==> src/rtl/i2c_byte_receiver.sv <==
// I2C slave-side byte receiver.
// Watches the debounced SCL/SDA pair, detects START/STOP, shifts in the
// address byte and write data bytes, and drives the ACK bit via sda_oe.
// Ports:
//   clk, rst        - system clock, asynchronous active-low reset
//   scl_db, sda_db  - debounced bus lines
//   rx_nack         - NACK request for the data byte being completed
//   start_det       - START / repeated START pulse
//   stop_det        - STOP pulse
//   addr_valid      - address byte complete pulse
//   addr_match      - address matched SLAVE_ADDR (level)
//   rw_flag         - R/W bit of the last address byte (level)
//   byte_valid      - write data byte complete pulse
//   byte_data       - last received data byte
//   sda_oe          - 1 = pull SDA low (ACK)
//   bus_busy        - high between START and STOP
module i2c_byte_receiver #(
    parameter logic [6:0] SLAVE_ADDR = 7'h50
) (
    input  logic       clk,
    input  logic       rst,
    input  logic       scl_db,
    input  logic       sda_db,
    input  logic       rx_nack,
    output logic       start_det,
    output logic       stop_det,
    output logic       addr_valid,
    output logic       addr_match,
    output logic       rw_flag,
    output logic       byte_valid,
    output logic [7:0] byte_data,
    output logic       sda_oe,
    output logic       bus_busy
);

    localparam int unsigned CNT_W  = 3;
    localparam int unsigned BYTE_W = 8;

    typedef enum logic [2:0] {
        S_IDLE,
        S_ADDR,
        S_ADDR_ACK,
        S_DATA,
        S_DATA_ACK,
        S_IGNORE
    } state_t;

    state_t              state_q, state_d;
    logic                scl_q, scl_d;
    logic                sda_q, sda_d;
    logic [CNT_W-1:0]    cnt_q, cnt_d;
    logic [BYTE_W-1:0]   shift_q, shift_d;
    logic                ack_half_q, ack_half_d;   // first ACK-slot fall already seen
    logic                nack_q, nack_d;           // rx_nack captured on the 8th data rise
    logic                start_det_q, start_det_d;
    logic                stop_det_q, stop_det_d;
    logic                addr_valid_q, addr_valid_d;
    logic                addr_match_q, addr_match_d;
    logic                rw_flag_q, rw_flag_d;
    logic                byte_valid_q, byte_valid_d;
    logic [BYTE_W-1:0]   byte_data_q, byte_data_d;
    logic                sda_oe_q, sda_oe_d;
    logic                bus_busy_q, bus_busy_d;

    logic                start_c, stop_c, rise_c, fall_c;
    logic [BYTE_W-1:0]   byte_c;

    // Bus event decode; an SCL change masks any SDA change in the same cycle
    always_comb begin
        start_c = scl_q & scl_db & sda_q & ~sda_db;
        stop_c  = scl_q & scl_db & ~sda_q & sda_db;
        rise_c  = ~scl_q & scl_db;
        fall_c  = scl_q & ~scl_db;
        byte_c  = {shift_q[BYTE_W-2:0], sda_db};
    end

    // Next-state and output logic
    always_comb begin
        state_d      = state_q;
        scl_d        = scl_db;
        sda_d        = sda_db;
        cnt_d        = cnt_q;
        shift_d      = shift_q;
        ack_half_d   = ack_half_q;
        nack_d       = nack_q;
        start_det_d  = 1'b0;
        stop_det_d   = 1'b0;
        addr_valid_d = 1'b0;
        addr_match_d = addr_match_q;
        rw_flag_d    = rw_flag_q;
        byte_valid_d = 1'b0;
        byte_data_d  = byte_data_q;
        sda_oe_d     = sda_oe_q;
        bus_busy_d   = bus_busy_q;

        if (start_c) begin
            state_d      = S_ADDR;
            cnt_d        = CNT_W'(0);
            ack_half_d   = 1'b0;
            sda_oe_d     = 1'b0;
            bus_busy_d   = 1'b1;
            addr_match_d = 1'b0;
            start_det_d  = 1'b1;
        end else if (stop_c) begin
            state_d      = S_IDLE;
            cnt_d        = CNT_W'(0);
            ack_half_d   = 1'b0;
            sda_oe_d     = 1'b0;
            bus_busy_d   = 1'b0;
            addr_match_d = 1'b0;
            stop_det_d   = 1'b1;
        end else begin
            case (state_q)
                S_ADDR: begin
                    if (rise_c) begin
                        shift_d = byte_c;
                        cnt_d   = cnt_q + CNT_W'(1);
                        if (cnt_q == CNT_W'(7)) begin
                            addr_valid_d = 1'b1;
                            rw_flag_d    = byte_c[0];
                            addr_match_d = (byte_c[7:1] == SLAVE_ADDR);
                            ack_half_d   = 1'b0;
                            state_d      = (byte_c[7:1] == SLAVE_ADDR) ? S_ADDR_ACK : S_IGNORE;
                        end
                    end
                end
                S_DATA: begin
                    if (rise_c) begin
                        shift_d = byte_c;
                        cnt_d   = cnt_q + CNT_W'(1);
                        if (cnt_q == CNT_W'(7)) begin
                            byte_data_d  = byte_c;
                            byte_valid_d = 1'b1;
                            nack_d       = rx_nack;
                            ack_half_d   = 1'b0;
                            state_d      = S_DATA_ACK;
                        end
                    end
                end
                S_ADDR_ACK: begin
                    // First fall opens the ACK bit, second fall closes it
                    if (fall_c) begin
                        if (!ack_half_q) begin
                            sda_oe_d   = 1'b1;
                            ack_half_d = 1'b1;
                        end else begin
                            sda_oe_d   = 1'b0;
                            ack_half_d = 1'b0;
                            state_d    = rw_flag_q ? S_IGNORE : S_DATA;
                        end
                    end
                end
                S_DATA_ACK: begin
                    if (fall_c) begin
                        if (!ack_half_q) begin
                            sda_oe_d   = ~nack_q;
                            ack_half_d = 1'b1;
                        end else begin
                            sda_oe_d   = 1'b0;
                            ack_half_d = 1'b0;
                            state_d    = S_DATA;
                        end
                    end
                end
                S_IGNORE: begin
                    sda_oe_d = 1'b0;
                end
                default: begin
                    sda_oe_d = 1'b0;
                end
            endcase
        end
    end

    // State and output registers
    always_ff @(posedge clk or negedge rst) begin
        if (!rst) begin
            state_q      <= S_IDLE;
            scl_q        <= 1'b1;
            sda_q        <= 1'b1;
            cnt_q        <= CNT_W'(0);
            shift_q      <= BYTE_W'(0);
            ack_half_q   <= 1'b0;
            nack_q       <= 1'b0;
            start_det_q  <= 1'b0;
            stop_det_q   <= 1'b0;
            addr_valid_q <= 1'b0;
            addr_match_q <= 1'b0;
            rw_flag_q    <= 1'b0;
            byte_valid_q <= 1'b0;
            byte_data_q  <= BYTE_W'(0);
            sda_oe_q     <= 1'b0;
            bus_busy_q   <= 1'b0;
        end else begin
            state_q      <= state_d;
            scl_q        <= scl_d;
            sda_q        <= sda_d;
            cnt_q        <= cnt_d;
            shift_q      <= shift_d;
            ack_half_q   <= ack_half_d;
            nack_q       <= nack_d;
            start_det_q  <= start_det_d;
            stop_det_q   <= stop_det_d;
            addr_valid_q <= addr_valid_d;
            addr_match_q <= addr_match_d;
            rw_flag_q    <= rw_flag_d;
            byte_valid_q <= byte_valid_d;
            byte_data_q  <= byte_data_d;
            sda_oe_q     <= sda_oe_d;
            bus_busy_q   <= bus_busy_d;
        end
    end

    assign start_det  = start_det_q;
    assign stop_det   = stop_det_q;
    assign addr_valid = addr_valid_q;
    assign addr_match = addr_match_q;
    assign rw_flag    = rw_flag_q;
    assign byte_valid = byte_valid_q;
    assign byte_data  = byte_data_q;
    assign sda_oe     = sda_oe_q;
    assign bus_busy   = bus_busy_q;

endmodule

==> config.mk <==
export PLATFORM = sky130hd
export DESIGN_NAME = i2c_byte_receiver
export DESIGN_NICKNAME = d
export VERILOG_FILES = /design/src/rtl/i2c_byte_receiver.sv
export SDC_FILE = /design/constraint.sdc
export NUM_CORES = 1
export LEC_CHECK = 0
export BUFFER_PORTS_ARGS = -buffer_cell sky130_fd_sc_hd__buf_2
export CORE_ASPECT_RATIO = 1.25
export CORE_MARGIN = 1.5
export CORE_UTILIZATION = 45
export CTS_BUF_LIST = sky130_fd_sc_hd__clkbuf_16
export CTS_CLUSTER_SIZE = 14
export DETAILED_ROUTE_END_ITERATION = 8
export HOLD_SLACK_MARGIN = 0.06
export PLACE_DENSITY = 0.64
export REMOVE_ABC_BUFFERS = 1
export SYNTH_ARGS = -nofsm -noshare
export SYNTH_HDL_FRONTEND = slang
export SYNTH_SLANG_ARGS = --single-unit
==> constraint.sdc <==
create_clock -name clk -period 1.6 [get_ports clk]
set_input_delay 0.16 -clock clk [delete_from_list [all_inputs] [get_ports clk]]
set_output_delay 0.16 -clock clk [all_outputs]
set_load 0.01 [all_outputs]
Word level (Yosys, flattened, before mapping)
Cells that the tools add are included.
- flip-flop bits (word level): 33
- bits in latches: 0
- RAM bits: 0
- ROM bits: 0
- input bits: 5
- output and inout port bits: 16
- logic and storage cells: 113
- memories kept: 0
- add/sub/neg operators: 1
- multipliers: 0
- div/mod/pow operators: 0
- magnitude comparators: 0
- eq/ne operators: 18
- shifts and indexed selects: 0
- multiplexer cells: 47
- bitwise logic cells: 14
- reduce and logical (&&, ||, !) cells: 17
- operators by type and width (kind ; count):
    3-bit 2-to-1 mux ; 16
    4-bit != test, second input constant ; 8
    1-bit 2-to-1 mux ; 28
    4-bit by 1-bit != test with 1-bit output, second input constant ; 3
    3-bit case mux with 4 select lines ; 1
    3-bit nonzero test ; 4
    5-bit AND reduction ; 2
    9-bit AND reduction ; 1
    4-bit AND reduction ; 2
    1-bit bitwise AND ; 7
    7-bit == test, second input constant ; 1
    1-bit inverter ; 7
    3-bit by 2-bit == test with 1-bit output, second input constant ; 2
    3-bit == test, second input constant ; 2
    3-bit AND reduction ; 2
    6-bit nonzero test ; 1
    4-bit nonzero test ; 1
    2-bit OR reduction ; 2
    3-bit by 1-bit adder with 3-bit output, second input constant ; 1
    3-bit by 1-bit == test with 1-bit output, second input constant ; 1
    3-bit by 1-bit != test with 1-bit output, second input constant ; 1
    1-bit case mux with 3 select lines ; 1
    1-bit case mux with 2 select lines ; 1
    2-bit AND reduction ; 1
    2-bit nonzero test ; 1

Depth between registers and ports, before layout
Gate-level depths: netlist of run 1.
- depth after elaboration: 7
- mapped depth: 6
- depth with buffers taken out: 6

Worst setup path before layout of run 1
No wires, ideal clock.
- path type: reg2reg
- from: register cnt_q[0]
- to: register rw_flag_q, in the netlist rw_flag
- setup time: 0.125 ns
- data arrival time: 1.338 ns
- data required time: 1.475 ns
- setup slack: 0.137 ns
- cell stages (with the launch flop): 6
- buffers on the path: 0
- period minus slack after synthesis: 1.463 ns
- path through: dfrtp_1 > ha_1 > ha_1 > inv_1 > nor3_2 > mux2_2
- word-level cells in the longest chain between the ends: 2
- ends and longest elaborated chain (what ; RTL line ; source):
    from (decl) ; 51 ; logic [CNT_W-1:0] cnt_q, cnt_d;
    from (signal assigned) ; 198 ; cnt_q <= cnt_d;
    3-bit == test ; 118 ; if (cnt_q == CNT_W'(7)) begin
    5-bit AND reduction (no line) ; - ;
    to (signal assigned) ; 206 ; rw_flag_q <= rw_flag_d;
    to (decl) ; 59 ; logic rw_flag_q, rw_flag_d;
No other way between the ends.
A chain may end at the register's enable or synchronous reset.

Worst setup path after layout of run 1
- from: register scl_q
- to: register state_q[1]
- word-level cells in the longest chain between the ends: 5
- elaborated cells on any way between the ends: 20
- classes of those cells: eq/ne: 8; mux: 2; bitwise: 8; reduce/logical: 2
- ends and longest elaborated chain (what ; RTL line ; source):
    from (decl) ; 49 ; logic scl_q, scl_d;
    from (signal assigned) ; 196 ; scl_q <= scl_d;
    1-bit bitwise AND ; 70, 71 ;
    1-bit bitwise AND, on equally long branches (2 in series) ; 70, 71 ;
    4-bit != test (no line), or another cell as far along ; - ;
    9-bit AND reduction (no line) / 3-bit 2-to-1 mux (equally long branches) ; - ;
    to (signal assigned) ; 195 ; state_q <= state_d;
    to (decl) ; 48 ; state_t state_q, state_d;
Several ways; a longest one is shown, not always the timed one.

==> impl_metrics.yaml, run 1 <==
floorplanning:
  core-area_um2: 3190
  ioPinCount: 21
  floorplan.die_area_um2: 3670
  die_h_um: 67.3
  die_w_um: 54.5
  floorplan.initialDensity_pct: 46.7
  fp-row-count: 23
timing:
  worst_slack_ps: 44.2
  number_of_failing_hold_endpoints_at_the_final_stage: 0
  layout_worst_path_cycle_share_pct: 97.2
  setup-violations-final: 0
  max_freq_ghz: 0.643
  period_needed_ps: 1560
  final.hold.worst_slack_ps: 119
  final-max-slew-violation-count: 0
  finalClockSkew_ps: 3.42
  worst_slew_pin_slew_ps: 736
  slew_headroom_pct: 50.9
worst_setup_path:
  worstPathRequired_ps: 1760
  criticalPathCategory: "reg2reg"
  critPathMaxFanout: 6
  worst_setup_path_end_kind: "flop"
  worstSetupStartpointType: "flop"
  arrival_ps: 1720
outcome:
  run_status: "completed"
grt:
  antenna_violations_before_repair: 0
  grt_overflow: 0
  number_of_global_route_vias_before_repair: 1077
  grt_start_max_net_pins: 34
  grt_pass1_wl_mm: 4.89
  gr-usage-all-layers_pct: 19.0
route:
  length_of_the_first_detailed_routing_pass_in_iterations: 4
  dr.first_iter.drc_count: 20
  final_ant_viol_nets: 0
  route.detailed.wl_per_inst_um: 14.5
  num_vias: 1084
  route.detailed.drc: 0
  route.detailed.vias_per_inst: 5.47
  total_routed_wirelength_mm: 2.88
finish:
  finish.net_count: 168
  n_fill_cell: 269
  ant_cells: 0
  syn2layout_area_growth_pct: 23.1
  multiInputGateArea_um2: 617
  postLayoutCoreUtil_pct: 57.4
  final_layout_size_suffix_gt1_share_pct: 36.6
  ff_latch_area_um2: 828
logic_synthesis:
  synth_area_um2: 1490
  synth_cell_count_leaders: "31 x sky130_fd_sc_hd__dfrtp_1, 27 x sky130_fd_sc_hd__nand2_1, 10 x sky130_fd_sc_hd__mux2_2, 5 x sky130_fd_sc_hd__a21oi_1"
  synth_top_cell_area_share_pct: 52.1
  yosysMostFrequentCell: "sky130_fd_sc_hd__dfrtp_1"
  yosysTopAreaCell: "sky130_fd_sc_hd__dfrtp_1"
  postSynthRegisterBits: 33
  synth_area_per_cell_um2: 11.6
  syn_inst: 129
  synth-async-reset-ratio_pct: 100
  synth.top_cells.by_area: "sky130_fd_sc_hd__dfrtp_1 52%, sky130_fd_sc_hd__mux2_2 7.6%, sky130_fd_sc_hd__nand2_1 6.8%"
  yosysWarningCount: 0
  synth_flop_cell: "sky130_fd_sc_hd__dfrtp_1"
  synth_enable_flop_cells: 0
  yosys.cell_types.count: 41
  ys_seq_area_share_pct: 55.6
placement:
  preCtsSetupSlack_ps: 35.9
  place.port_buffers: 20
  globalplace.congestion: 0.811
  placed_wire_length_estimate_after_detailed_placement_mm: 2.02
hold_path:
  hold_path_class: "in2reg"
flow_run:
  cap_viol_max_count: 0
clocking:
  h_tree_level_count: 2
  clock_insertion_delay_worst_skew_ps: 270
  numCtsBuffers: 5
  clock_root_buffer: "sky130_fd_sc_hd__clkbuf_16"
  clock-sinks: 33
  clkSlewWorstSetupHoldPaths_ps: 50
  post_cts.repair.setup_buffers: 0
  clock_path_buffers: 2
  cts_tree: "built"
pwr:
  vdd.ir_drop.worst_v: 0.000926
  power.density_cell_area_nw_per_um2: 1300
  static-leakage-power_nw: 0.913
==> critical path, cell delays in order, from the launching register on <==
cell	delay, ps
sky130_fd_sc_hd__dfstp_2	590
sky130_fd_sc_hd__nand3b_1	150
sky130_fd_sc_hd__o32ai_4	360
sky130_fd_sc_hd__o211ai_1	190
sky130_fd_sc_hd__o221a_2	160
==> power breakdown <==
part | leakage (nW) | internal [W] | switching, W | total, W
clock | 0.0633 | 0.000560 | 0.000319 | 0.000879
combinational | 0.412 | 0.000189 | 0.000216 | 0.000406
sequential | 0.437 | 0.000975 | 0.000123 | 0.00110
total | 0.913 | 0.00172 | 0.000658 | 0.00238
==> final cells by class <==
cell class	count	share of cell area, %
inverters	5	1.02
well taps	37	2.52
clock inverters	2	0.614
clock buffers	5	6.82
multi-input cells	86	33.6
repair buffers	30	10.2
flip-flops and latches	33	45.2
==> per-stage QoR <==
stage / TNS [ps] / total power, W / instances / cell area, um2
3_5_place_dp: 0 / 0.00150 / 189 / 1650
6_report: 0 / 0.00238 / 198 / 1830
2_1_floorplan: -98.0 / 0.00132 / 124 / 1450
3_3_place_gp: 0 / 0.00149 / 189 / 1650
4_1_cts: 0 / 0.00240 / 199 / 1820
5_1_grt: -2.59 / 0.00252 / 198 / 1830
==> registers in the layout (all words and copies together) (netlist names), 3 cells and up <==
signal / flops
state_q: 3
byte_data: 8
shift_q: 7
cnt_q: 3
==> routing by layer <==
metal  vias up  wire, um  GRT usage (%)
li1        517         -              -
met1       531      1240           22.1
met2        27      1450           30.7
met3         9       118           5.97
met4         0        69           9.69
met5         -         0              0
==> worst paths after layout <==
| path | to | slack [ps] | startpoint | cells past startpoint |
|---|---|---|---|---|
| setup / recovery | state_q[1]$_DFFE_PN0P_ | 40 | scl_q$_DFF_PN1_ | 4 |
| max in group asynchronous | shift_q[4]$_DFFE_PN0P_ | 640 | rst | 2 |
| setup reg to reg | state_q[1]$_DFFE_PN0P_ | 40 | scl_q$_DFF_PN1_ | 4 |
| hold reg to reg | bus_busy$_DFFE_PN0P_ | 470 | bus_busy$_DFFE_PN0P_ | 1 |
| min in group asynchronous | start_det$_DFF_PN0_ | 490 | rst | 2 |
| hold / removal | nack_q$_DFFE_PN0P_ | 120 | rx_nack | 2 |
==> cell families after synthesis <==
group                      share of synthesized area, %
buffers and inverters                              4.28
xor gates and xnor gates                           1.18
and+or+nand+nor                                    19.3
AOI/OAI and AO/OA                                  10.4
adders and majority gates                          1.68
DFF                                                55.6
muxes                                              7.56
==> placed cells by master, fill, tap and decap left out, types with 3 or more instances in the layout <==
| master | Yosys | routed |
|---|---|---|
| sky130_fd_sc_hd__clkbuf_16 | 0 | 5 |
| sky130_fd_sc_hd__a21oi_1 | 5 | 5 |
| sky130_fd_sc_hd__buf_4 | 1 | 8 |
| sky130_fd_sc_hd__inv_1 | 4 | 3 |
| sky130_fd_sc_hd__nand2_1 | 27 | 27 |
| sky130_fd_sc_hd__o21ai_0 | 4 | 4 |
| sky130_fd_sc_hd__mux2_2 | 10 | 10 |
| sky130_fd_sc_hd__buf_2 | 0 | 19 |
| sky130_fd_sc_hd__dfrtp_1 | 31 | 31 |
| sky130_fd_sc_hd__nand3_1 | 3 | 3 |
==> what timing repair did <==
item,CTS,global route
resized for setup,0,5
endpoints found under the setup margin,0,3
hold buffers,3,0
endpoints found under the hold margin,33,0
No activity file was read; power rests on OpenSTA's default activity.
==> inputs of run 2 (changes only) <==
--- a/config.mk
+++ b/config.mk
@@ -6,7 +6,7 @@
 export NUM_CORES = 1
 export LEC_CHECK = 0
 export BUFFER_PORTS_ARGS = -buffer_cell sky130_fd_sc_hd__buf_2
-export CORE_ASPECT_RATIO = 1.25
+export CORE_ASPECT_RATIO = 1.1
 export CORE_MARGIN = 1.5
 export CORE_UTILIZATION = 45
 export CTS_BUF_LIST = sky130_fd_sc_hd__clkbuf_16
==> impl_metrics.yaml, run 2 (synthesis results as in run 1) <==
outcome:
  run_status: "finished with violations"
  violated_checks: "DRC"
timing:
  final-max-slew-violation-count: 0
  finalClockSkew_ps: 5.27
  worst_slew_pin_slew_ps: 713
  max_freq_ghz: 0.660
  slew_headroom_pct: 52.5
  layout_worst_path_cycle_share_pct: 94.8
  period_needed_ps: 1520
  setup-violations-final: 0
  number_of_failing_hold_endpoints_at_the_final_stage: 0
floorplanning:
  fp-row-count: 21
  floorplan.die_area_um2: 3670
  core-area_um2: 3100
  ioPinCount: 21
  die_w_um: 57.9
  floorplan.initialDensity_pct: 48.1
  die_h_um: 63.4
grt:
  grt_overflow: 0
  grt_pass1_wl_mm: 4.90
  grt_util_met2_pct: 27.4
  gr-usage-all-layers_pct: 18.3
  globalRouteMet3Util_pct: 6.98
  globalRouteMet1Util_pct: 23.3
  top_usage_layer: "met2"
  number_of_global_route_vias_before_repair: 1051
  antenna_violations_before_repair: 0
  grt_start_max_net_pins: 34
pwr:
  power.density_cell_area_nw_per_um2: 1440
  static-leakage-power_nw: 0.943
  vdd.ir_drop.worst_v: 0.000806
worst_setup_path:
  regToRegSetupSlack_ps: 110
  arrival_ps: 1700
  crit_path_cell_trace: "dlygate4sd3_1, buf_2, nand3b_1, o32ai_4, o211ai_1, a21oi_1"
  worstSetupStartpointType: "input pin"
  worst_setup_path_end_kind: "flop"
  slowest_library_cell_on_the_worst_path: "sky130_fd_sc_hd__dlygate4sd3_1"
  slowest_delay_ps: 530
  path_delay_family: "buffers and inverters"
  buffers_and_inverters_on_the_worst_path: 2
  criticalPathCategory: "in2reg"
  worstPathRequired_ps: 1790
  critPathMaxFanout: 7
hold_path:
  hold_path_class: "in2reg"
placement:
  globalplace.congestion: 0.847
  place.port_buffers: 20
  dpl-instance-area_um2: 1650
  placed_wire_length_estimate_after_detailed_placement_mm: 2.06
finish:
  final_layout_size_suffix_gt1_share_pct: 39.3
  ant_cells: 0
  fin_area_um2: 1890
  layout_commonest_cell: "sky130_fd_sc_hd__dfrtp_1"
  most-common-layout-cells: "30 x sky130_fd_sc_hd__dfrtp_1, 27 x sky130_fd_sc_hd__nand2_1, 20 x sky130_fd_sc_hd__buf_2"
  postLayoutCoreUtil_pct: 61.1
  largest_reg_flops: 8
  syn2layout_area_growth_pct: 27.0
  finish.net_count: 169
route:
  dr.first_iter.drc_count: 45
  final_ant_viol_nets: 0
  route.detailed.wl_per_inst_um: 14.5
  num_vias: 1063
  length_of_the_first_detailed_routing_pass_in_iterations: 6
  route.detailed.drc: 4
  route.detailed.vias_per_inst: 5.40
  total_routed_wirelength_mm: 2.86
clocking:
  clock_root_buffer: "sky130_fd_sc_hd__clkbuf_16"
  cts_tree: "built"
  clock_insertion_delay_worst_skew_ps: 280
  numCtsBuffers: 5
  clock_path_buffers: 2
  h_tree_level_count: 2
  clock-sinks: 33
  clkSlewWorstSetupHoldPaths_ps: 50
flow_run:
  cap_viol_max_count: 0
==> run 2: cell types whose count changed in the layout (fill, tap and decap cells not counted), sizes merged <==
cell          before  now
bufinv             0    2
buf               27   28
clkinvlp           1    0
dlygate4sd3        2    3
dlymetal6s4s       1    0
==> run 2: power breakdown <==
group / leakage [nW] / switching (W) / internal, W
clock network: 0.0938 / 0.000333 / 0.000888
logic: 0.414 / 0.000210 / 0.000193
registers: 0.436 / 0.000129 / 0.000976
total: 0.943 / 0.000672 / 0.00206
==> run 2: per-stage QoR <==
stage	power (W)	setup WS (ps)	cells	hold slack [ps]	setup TNS (ps)
3_3_place_gp	0.00148	92.5	186	243	0
3_5_place_dp	0.00151	44.8	186	252	0
4_1_cts	0.00275	39.5	197	120	0
6_report	0.00273	83.8	197	120	0
5_1_grt	0.00287	-12.7	197	133	-12.7
2_1_floorplan	0.00132	-88.2	124	-136	-98.0
==> run 2: area by class of cell <==
type                    count  area [um2]
clock buffers               5         125
clock inverters             3        65.1
fillers                   262        1210
inverters                   5        18.8
multi-input cells          86         622
flip-flops and latches     33         830
well taps                  34        42.5
repair buffers             31         190
==> run 2: repair_timing <==
item,CTS,global route
hold endpoints to repair,33,0
setup buffers,0,0
resized for setup,0,6
hold buffers,3,0
endpoints found under the setup margin,0,6
==> run 2: metal layers <==
layer	up-vias	share of wire [%]	wire [um]
li1	516	-	-
met1	522	47	1340
met2	20	47	1340
met3	5	4.9	140
met4	0	1.4	40
met5	-	0	0
==> run 2: worst paths after layout <==
| kind | cells after the start | end | start |
|---|---|---|---|
| worst max-delay path | 6 | state_q[2]$_DFFE_PN0P_ | scl_db |
| worst min-delay path | 2 | nack_q$_DFFE_PN0P_ | rx_nack |
| worst max register to register | 3 | rw_flag$_DFFE_PN0P_ | state_q[2]$_DFFE_PN0P_ |
| worst min register to register | 1 | bus_busy$_DFFE_PN0P_ | bus_busy$_DFFE_PN0P_ |
| max in group asynchronous | 2 | state_q[2]$_DFFE_PN0P_ | rst |
| min in group asynchronous | 2 | byte_data[7]$_DFFE_PN0P_ | rst |
==> run 2: worst register-to-register path, stage by stage (launching register included) <==
cell	delay, ps
sky130_fd_sc_hd__dfrtp_2	470
sky130_fd_sc_hd__nand4bb_1	330
sky130_fd_sc_hd__nor3_2	230
sky130_fd_sc_hd__mux2_2	350
==> inputs of run 3 (changes only) <==
--- a/config.mk
+++ b/config.mk
@@ -5,7 +5,7 @@
 export SDC_FILE = /design/constraint.sdc
 export NUM_CORES = 1
 export LEC_CHECK = 0
-export BUFFER_PORTS_ARGS = -buffer_cell sky130_fd_sc_hd__buf_2
+export BUFFER_PORTS_ARGS = -buffer_cell sky130_fd_sc_hd__buf_4
 export CORE_ASPECT_RATIO = 1.1
 export CORE_MARGIN = 1.5
 export CORE_UTILIZATION = 45
==> impl_metrics.yaml, run 3 (synthesis results as in run 1) <==
timing:
  final-max-slew-violation-count: 0
  slew_headroom_pct: 73.0
  number_of_failing_hold_endpoints_at_the_final_stage: 0
  period_needed_ps: 1540
  rsz0062_at_grt: "true"
  finalClockSkew_ps: 5.67
  worst_slew_pin_slew_ps: 405
  setup-violations-final: 0
  max_freq_ghz: 0.648
  layout_worst_path_cycle_share_pct: 96.4
  timing.setup.tns_ps: 0
placement:
  dpl-instance-area_um2: 1700
  place.port_buffers: 20
  placed_wire_length_estimate_after_detailed_placement_mm: 2.04
  place_inst: 186
  globalplace.congestion: 0.912
hold_path:
  min_to: "nack_q$_DFFE_PN0P_"
  min_delay_path_depth: 2
  hold_path_class: "in2reg"
  hold_start: "rx_nack"
worst_setup_path:
  worstPathRequired_ps: 1770
  slowest_library_cell_on_the_worst_path: "sky130_fd_sc_hd__dfstp_2"
  arrival_ps: 1710
  worst_setup_path_end_kind: "flop"
  worstSetupStartpointType: "flop"
  slowest_delay_ps: 560
  critical_path.reg2reg.endpoint: "state_q[1]$_DFFE_PN0P_"
  critPathMaxFanout: 6
  crit_path_cell_trace: "nand3b_1, o32ai_4, o211ai_1, o221a_2"
  regToRegSetupSlack_ps: 60
  r2r.worst_path.cells: 4
  r2r-start: "scl_q$_DFF_PN1_"
  criticalPathCategory: "reg2reg"
pwr:
  power.internal_w: 0.00207
  p_comb_share_pct: 15.4
  vdd.ir_drop.worst_v: 0.000822
  power.density_cell_area_nw_per_um2: 1420
  p_sw_share_pct: 25.2
  switching_power_w: 0.000700
  share_clk_of_total_power_pct: 44.3
  static-leakage-power_nw: 0.949
  register_share_of_total_power_pct: 40.3
route:
  num_vias: 1067
  route.detailed.wl_per_inst_um: 15.7
  route.detailed.vias_per_inst: 5.44
  total_routed_wirelength_mm: 3.07
  dr.first_iter.drc_count: 34
  final_ant_viol_nets: 0
  length_of_the_first_detailed_routing_pass_in_iterations: 6
  route.detailed.drc: 4
clocking:
  clock_root_buffer: "sky130_fd_sc_hd__clkbuf_16"
  numCtsBuffers: 5
  clkSlewWorstSetupHoldPaths_ps: 50
  h_tree_level_count: 2
  cts_tree: "built"
  clock-sinks: 33
  clock_path_buffers: 2
  clock_insertion_delay_worst_skew_ps: 280
outcome:
  run_status: "finished with violations"
  violated_checks: "DRC"
finish:
  finish.net_count: 168
  fin_area_um2: 1960
  ant_cells: 0
  largest_reg_flops: 8
  post_layout_nonfiller_instances: 196
  most-common-layout-cells: "31 x sky130_fd_sc_hd__dfrtp_1, 27 x sky130_fd_sc_hd__nand2_1, 27 x sky130_fd_sc_hd__buf_4"
  syn2layout_area_growth_pct: 31.2
  final_layout_size_suffix_gt1_share_pct: 39.5
  layout_commonest_cell: "sky130_fd_sc_hd__dfrtp_1"
floorplanning:
  die_w_um: 57.9
  floorplan.die_area_um2: 3670
  ioPinCount: 21
  fp-row-count: 21
  die_h_um: 63.4
  floorplan.initialDensity_pct: 48.1
  core-area_um2: 3100
grt:
  grt_start_max_net_pins: 34
  number_of_global_route_vias_before_repair: 1048
  antenna_violations_before_repair: 0
  grt_overflow: 0
  grt_pass1_wl_mm: 5.07
  gr-usage-all-layers_pct: 18.9
flow_run:
  cap_viol_max_count: 0
## run 3: what timing repair did
action	4_1_cts	5_1_grt
pin swaps	0	3
buffers inserted	0	0
hold endpoints to repair	33	0
hold buffers	3	0
endpoints found under the setup margin	1	3
gates resized for setup	1	8
## run 3: metal layers
| layer | vias up | global-route usage [%] | part of all wire [%] |
|---|---|---|---|
| met1 | 523 | 25.2 | 48 |
| li1 | 516 | - | - |
| met5 | - | 0 | 0 |
| met4 | 0 | 7.85 | 1.9 |
| met3 | 4 | 7.60 | 4.6 |
| met2 | 24 | 27.0 | 46 |
## run 3: per-stage QoR
| stage | worst slack, ps | hold WS, ps | util [%] | power (W) |
|---|---|---|---|---|
| 3_3_place_gp | 89.7 | 118 | 54.8 | 0.00149 |
| 2_1_floorplan | -88.2 | -136 | - | 0.00132 |
| 4_1_cts | 38.2 | 115 | 61.9 | 0.00276 |
| 3_5_place_dp | 28.4 | 124 | 54.8 | 0.00152 |
| 5_1_grt | -45.7 | 112 | 63.1 | 0.00291 |
| 6_report | 57.7 | 120 | 63.1 | 0.00277 |
## run 3: final cells by class
| type | instances | area [um2] |
|---|---|---|
| timing repair buffer | 30 | 235 |
| tap | 34 | 42.5 |
| clock inverter | 3 | 65.1 |
| multi-input combinational | 86 | 641 |
| sequential | 33 | 828 |
| inverter | 5 | 18.8 |
| fill | 254 | 1140 |
| clock buffer | 5 | 125 |
## run 3: how the worst max path moves through the flow
stage	from	endpoint	slack, ps
6_report	scl_q$_DFF_PN1_	state_q[1]$_DFFE_PN0P_	60
5_1_grt	state_q[2]$_DFFE_PN0P_	state_q[0]$_DFFE_PN0P_	-50
3_5_place_dp	cnt_q[0]$_DFFE_PN0P_	state_q[0]$_DFFE_PN0P_	30
4_1_cts	sda_db	state_q[0]$_DFFE_PN0P_	40
3_3_place_gp	cnt_q[0]$_DFFE_PN0P_	state_q[0]$_DFFE_PN0P_	90
2_1_floorplan	state_q[2]$_DFFE_PN0P_	rw_flag$_DFFE_PN0P_	-90
## run 3: power groups by stage
| stage | clock network [W] | registers, W | logic [W] |
|---|---|---|---|
| floorplan | 0 | 0.00109 | 0.000232 |
| global placement | 0 | 0.00111 | 0.000386 |
| detailed placement | 0 | 0.00112 | 0.000399 |
| CTS | 0.00124 | 0.00111 | 0.000409 |
| global route | 0.00128 | 0.00114 | 0.000485 |
| finish | 0.00123 | 0.00112 | 0.000427 |
## run 3: critical path, delay by kind of cell (launching register included)
family	cells	cell delay, ps
AOI/OAI and AO/OA	3	720
DFF	1	560
and+or+nand+nor	1	150
